==> src/rtl/modc_field_join_if.sv <==
// Field-join bus: two valid/ready field streams in and one joined-pair stream out.
// The master drives the fields and o_ready. The slave (the join block) drives the readies and the pair.
interface modc_field_join_if #(
  parameter int unsigned A = 8,
  parameter int unsigned B = 9
);
  logic         f1_valid;
  logic [A-1:0] f1_data;
  logic         f1_ready;

  logic         f2_valid;
  logic [B-1:0] f2_data;
  logic         f2_ready;

  logic         o_valid;
  logic [A-1:0] o_i1;
  logic [B-1:0] o_i2;
  logic         o_ready;

  modport master (
    output f1_valid, f1_data, f2_valid, f2_data, o_ready,
    input  f1_ready, f2_ready, o_valid, o_i1, o_i2
  );

  modport slave (
    input  f1_valid, f1_data, f2_valid, f2_data, o_ready,
    output f1_ready, f2_ready, o_valid, o_i1, o_i2
  );
endinterface

==> src/rtl/modc_field_join.sv <==
// Pairs the field-1 and field-2 streams in arrival order and presents each pair as a registered beat to modc.
// Optional MODC_FIELD_JOIN_STATS_EN adds the join_cnt and stall_cnt counters.
module modc_field_join #(
  parameter int unsigned A = 8,
  parameter int unsigned B = 9
) (
  input  logic             clk,
  input  logic             rst,
  modc_field_join_if.slave bus
`ifdef MODC_FIELD_JOIN_STATS_EN
  ,
  output logic [15:0]      join_cnt,
  output logic [15:0]      stall_cnt
`endif
);

  logic         slot1_vld;
  logic [A-1:0] slot1_data;
  logic         slot2_vld;
  logic [B-1:0] slot2_data;

  logic         o_valid_q;
  logic [A-1:0] o_i1_q;
  logic [B-1:0] o_i2_q;

  logic         out_free;
  logic         join_fire;
  logic         f1_ready;
  logic         f2_ready;
  logic         acc1;
  logic         acc2;

  // Readies depend only on registered state and o_ready, never on the incoming valids.
  always_comb begin
    out_free  = !o_valid_q || bus.o_ready;
    join_fire = slot1_vld && slot2_vld && out_free;
    f1_ready  = !slot1_vld || join_fire;
    f2_ready  = !slot2_vld || join_fire;
    acc1      = bus.f1_valid && f1_ready;
    acc2      = bus.f2_valid && f2_ready;
  end

  assign bus.f1_ready = f1_ready;
  assign bus.f2_ready = f2_ready;
  assign bus.o_valid  = o_valid_q;
  assign bus.o_i1     = o_i1_q;
  assign bus.o_i2     = o_i2_q;

  // Field-1 slot: an accept in the join cycle reloads the slot, so it stays valid.
  always_ff @(posedge clk) begin
    if (rst) begin
      slot1_vld  <= 1'b0;
      slot1_data <= '0;
    end else if (acc1) begin
      slot1_vld  <= 1'b1;
      slot1_data <= bus.f1_data;
    end else if (join_fire) begin
      slot1_vld  <= 1'b0;
    end
  end

  always_ff @(posedge clk) begin
    if (rst) begin
      slot2_vld  <= 1'b0;
      slot2_data <= '0;
    end else if (acc2) begin
      slot2_vld  <= 1'b1;
      slot2_data <= bus.f2_data;
    end else if (join_fire) begin
      slot2_vld  <= 1'b0;
    end
  end

  // Output register: the payload keeps its last value after the beat drains.
  always_ff @(posedge clk) begin
    if (rst) begin
      o_valid_q <= 1'b0;
      o_i1_q    <= '0;
      o_i2_q    <= '0;
    end else if (join_fire) begin
      o_valid_q <= 1'b1;
      o_i1_q    <= slot1_data;
      o_i2_q    <= slot2_data;
    end else if (o_valid_q && bus.o_ready) begin
      o_valid_q <= 1'b0;
    end
  end

`ifdef MODC_FIELD_JOIN_STATS_EN
  // Free-running counters that wrap at 16 bits.
  always_ff @(posedge clk) begin
    if (rst) begin
      join_cnt  <= 16'd0;
      stall_cnt <= 16'd0;
    end else begin
      if (join_fire) begin
        join_cnt <= join_cnt + 16'd1;
      end
      if (o_valid_q && !bus.o_ready) begin
        stall_cnt <= stall_cnt + 16'd1;
      end
    end
  end
`endif

endmodule

==> src/flat_wrapper.sv <==
// flat-port wrapper written by rule: the top's interface ports become plain ports
module modc_field_join_flat 
#(
  parameter int unsigned A = 8,
  parameter int unsigned B = 9
)
  (clk, rst, bus_f1_valid, bus_f1_data, bus_f2_valid, bus_f2_data, bus_o_ready, bus_f1_ready, bus_f2_ready, bus_o_valid, bus_o_i1, bus_o_i2);
  modc_field_join_if #(.A(A), .B(B)) bus_i ();
  input  logic clk;
  input  logic rst;
  input wire logic [$bits(bus_i.f1_valid)-1:0] bus_f1_valid;
  input wire logic [$bits(bus_i.f1_data)-1:0] bus_f1_data;
  input wire logic [$bits(bus_i.f2_valid)-1:0] bus_f2_valid;
  input wire logic [$bits(bus_i.f2_data)-1:0] bus_f2_data;
  input wire logic [$bits(bus_i.o_ready)-1:0] bus_o_ready;
  output wire logic [$bits(bus_i.f1_ready)-1:0] bus_f1_ready;
  output wire logic [$bits(bus_i.f2_ready)-1:0] bus_f2_ready;
  output wire logic [$bits(bus_i.o_valid)-1:0] bus_o_valid;
  output wire logic [$bits(bus_i.o_i1)-1:0] bus_o_i1;
  output wire logic [$bits(bus_i.o_i2)-1:0] bus_o_i2;
  assign bus_i.f1_valid = bus_f1_valid;
  assign bus_i.f1_data = bus_f1_data;
  assign bus_i.f2_valid = bus_f2_valid;
  assign bus_i.f2_data = bus_f2_data;
  assign bus_i.o_ready = bus_o_ready;
  assign bus_f1_ready = bus_i.f1_ready;
  assign bus_f2_ready = bus_i.f2_ready;
  assign bus_o_valid = bus_i.o_valid;
  assign bus_o_i1 = bus_i.o_i1;
  assign bus_o_i2 = bus_i.o_i2;
  modc_field_join #(.A(A), .B(B)) u_core (.clk(clk), .rst(rst), .bus(bus_i));
endmodule
==> config.mk <==
export PLATFORM = sky130hd
export DESIGN_NAME = modc_field_join_flat
export DESIGN_NICKNAME = d
export VERILOG_FILES = /design/src/rtl/modc_field_join_if.sv /design/src/rtl/modc_field_join.sv /design/src/flat_wrapper.sv
export SDC_FILE = /design/constraint.sdc
export NUM_CORES = 1
export LEC_CHECK = 0
export ABC_CLOCK_PERIOD_IN_PS = 2400
export BUFFER_PORTS_ARGS = -buffer_cell sky130_fd_sc_hd__clkbuf_2
export CORE_MARGIN = 4
export CORE_UTILIZATION = 40
export DETAILED_ROUTE_END_ITERATION = 10
export PLACE_DENSITY = 0.74
export SYNTH_ARGS = -nofsm -noshare
export SYNTH_HDL_FRONTEND = slang
export SYNTH_SLANG_ARGS = --single-unit
==> constraint.sdc <==
create_clock -name clk -period 2.4 [get_ports clk]
set_clock_uncertainty 0.2 [all_clocks]
set_input_delay 0.36 -clock clk [delete_from_list [all_inputs] [get_ports clk]]
set_output_delay 0.36 -clock clk [all_outputs]
set_load 0.01 [all_outputs]
==> flow_metrics.env <==
export IMPL_drt_antenna_violating_nets=0
export IMPL_start_util=0.4245
export IMPL_worstSetupEndpoint="bus_f2_ready"
export IMPL_outcome="completed"
export IMPL_cts_resized=0
export IMPL_die_h_microns=71.03
export IMPL_worst_r2r_endpoint="u_core.bus.o_i2[5]"
export IMPL_reg2reg_setup_slack_ns=0.79
export IMPL_max_clock_freq_ghz=0.5084
export IMPL_grt_antenna_before_repair=0
export IMPL_pre_cts_ws_ns=0.6358
export IMPL_routedWlPerCell_microns=12.88
export IMPL_final_cell_area_sq_um=1853
export IMPL_synth_edf_count=0
export IMPL_dp_hpwl_mm=2.262
export IMPL_route_detailed_drc=0
export IMPL_setup_tns_ns=0
export IMPL_synth_fp_nets=191
export IMPL_ff2ff_path_depth=3
export IMPL_core_sq_um=3744
export IMPL_avgViaCountPerCell=4.925
export IMPL_grt_pass1_vias=1215
export IMPL_yosysSeqAreaShare=0.4661
export IMPL_hold_buffers=0
export IMPL_yosysUniqueCellTypes=18
export IMPL_die_w_microns=71.03
export IMPL_max_cap_viol_count=0
export IMPL_syn2layout_area_growth_pct=16.61
export IMPL_numCtsBuffers=5
export IMPL_io_pins=42
export IMPL_startpoint="u_core.bus.o_valid"
export IMPL_reg2reg_from="u_core.slot1_vld"
export IMPL_drt_pass1_iter_count=4
export IMPL_wirelength_mm=3.284
export IMPL_fin_ws_ns=0.4329
export IMPL_hold_class="in2reg"
export IMPL_critical_path_required_ns=1.84
export IMPL_root_buffer="clkbuf_8"
export IMPL_setup_viol=0
export IMPL_post_route_period_util=0.8196
export IMPL_ys_top_cells_by_area="dfxtp_1 (47%), nand2b_1 (14%), mux2i_1 (11%)"
export IMPL_drt_iter0_drc=86
export IMPL_worstSetupPathType="reg2out"
export IMPL_grt_max_degree=48
export IMPL_postCtsSetupBuffers=0
export IMPL_finalPower_w=0.001203
export IMPL_holdPathStages=3
export IMPL_ys_warnings_count=0
export IMPL_overflow=0
export IMPL_worst_pin_slew_ns=0.7028
export IMPL_synthTopCellsByCount="dfxtp_1 (37), nand2b_1 (35), a21oi_1 (20)"
export IMPL_power_density_nw_per_um2=649.0
export IMPL_yosys_cell_count_top_type="dfxtp_1"
export IMPL_yosys_area_top_type_share=0.4661
export IMPL_async_flop_share=0
export IMPL_clock_path_buffers=2
export IMPL_layout_drive_gt1_share=0.2609
export IMPL_io_buffers=41
export IMPL_cp_start_kind="flop"
export IMPL_rows=22
export IMPL_grt_pass1_wl_mm=5.747
export IMPL_grt_usage=0.1414
export IMPL_syn_area_per_cell_sq_um=9.403
export IMPL_final_max_slew_violation_count=0
export IMPL_cts_max_level=2
export IMPL_crit_fanout=21
export IMPL_via_count=1256
export IMPL_peakVddDrop_v=0.0003137
export IMPL_fin_crit_ns=1.967
export IMPL_cts_tree="yes"
export IMPL_cp_end_kind="primary output"
export IMPL_yosysTopAreaCell="dfxtp_1"
export IMPL_clk_pin_slew_worst_paths_ns=0.07
export IMPL_hold_viol_final=0
export IMPL_die_area_sq_um=5045
export IMPL_place_congestion=0.7444
export IMPL_rsz0062_at_grt="no"
export IMPL_min_from="bus_f2_data[2]"
export IMPL_syn_area_sq_um=1589
export IMPL_p_leak_nw=0.7696
export IMPL_synth_ff_type="dfxtp_1"
export IMPL_ys_seq_elements=37
export IMPL_post_dp_cell_area_sq_um=1770
export IMPL_cp_arrival_ns=1.41
export IMPL_layout_nets=228
export IMPL_cts_sinks=37
export IMPL_synth_cells=169
export IMPL_slew_headroom=0.5315
export IMPL_antenna_cells=0
export IMPL_clock_latency_ns=0.28
[logic make-up (layout without fill, tap and decap cells)]
family          after synthesis  after routing  synth area share
flops                        37             37            0.4661
compound gates               41             41            0.1394
simple gates                 57             57            0.2110
buf+inv                      17             55           0.07637
mux                          17             17            0.1071
[routing by layer]
metal | vias up | wire, microns | part of all wire | track usage
met4 | 0 | 54 | 0.016 | 0.05010
li1 | 647 | - | - | -
met3 | 6 | 194 | 0.059 | 0.04688
met5 | - | 0 | 0 | 0
met1 | 568 | 1548 | 0.47 | 0.1912
met2 | 35 | 1486 | 0.45 | 0.2101
[registers in the layout, indices dropped and copies added (netlist names)]
signal / cells
u_core.bus.o_i1: 8
u_core.bus.o_i2: 9
u_core.bus.o_valid: 1
u_core.slot1_data: 8
u_core.slot1_vld: 1
u_core.slot2_data: 9
u_core.slot2_vld: 1
[power breakdown]
part / switching (W) / internal [W] / leakage [nW]
combinational: 0.0000686 / 0.0000639 / 0.422
clock: 0.000208 / 0.000201 / 0.0450
sequential: 0.0000174 / 0.000644 / 0.302
[layout by cell type, fill, tap and decap left out]
| cell | n |
|---|---|
| o22ai_1 | 1 |
| mux2i_1 | 17 |
| nand2b_1 | 35 |
| nand3_1 | 17 |
| clkbuf_1 | 1 |
| o22ai_4 | 1 |
| buf_4 | 4 |
| clkbuf_2 | 41 |
| clkbuf_8 | 5 |
| clkinv_2 | 2 |
| dfxtp_1 | 37 |
| and2_1 | 1 |
| a21oi_1 | 20 |
| inv_1 | 2 |
| o21ai_0 | 19 |
| nor2b_4 | 1 |
| nand2_1 | 3 |
[worst min path at each step]
stage                           endpoint  slack [ns]
floorplan             u_core.bus.o_i1[0]        0.24
global placement      u_core.bus.o_i1[7]        0.25
detailed placement    u_core.bus.o_i1[2]        0.25
CTS                 u_core.slot2_data[2]        0.11
global route        u_core.slot1_data[4]        0.13
finish              u_core.slot2_data[2]        0.11
[per-stage QoR]
| step | hold WS (ns) | utilization | cells |
|---|---|---|---|
| global route | 0.1313 | 0.4950 | 255 |
| CTS | 0.1110 | 0.4950 | 255 |
| global placement | 0.2532 | 0.4729 | 247 |
| detailed placement | 0.2547 | 0.4729 | 247 |
| floorplan | 0.2442 | - | 169 |
| finish | 0.1106 | 0.4950 | 255 |
[layout make-up]
class / count / area, sq um
well taps: 48 / 60.06
clock inverters: 2 / 10.01
clock buffers: 6 / 72.57
repair buffers: 45 / 235.2
fillers: 397 / 1891
inverters: 2 / 7.507
flip-flops and latches: 37 / 740.7
multi-input cells: 115 / 726.9
[critical path, stage by stage, from the launching register on]
cell and delay, ns:
dfxtp_1 0.35, nor2b_4 0.41, o21ai_0 0.20, clkbuf_2 0.16
Note: power is estimated with default switching activity, not from simulation.
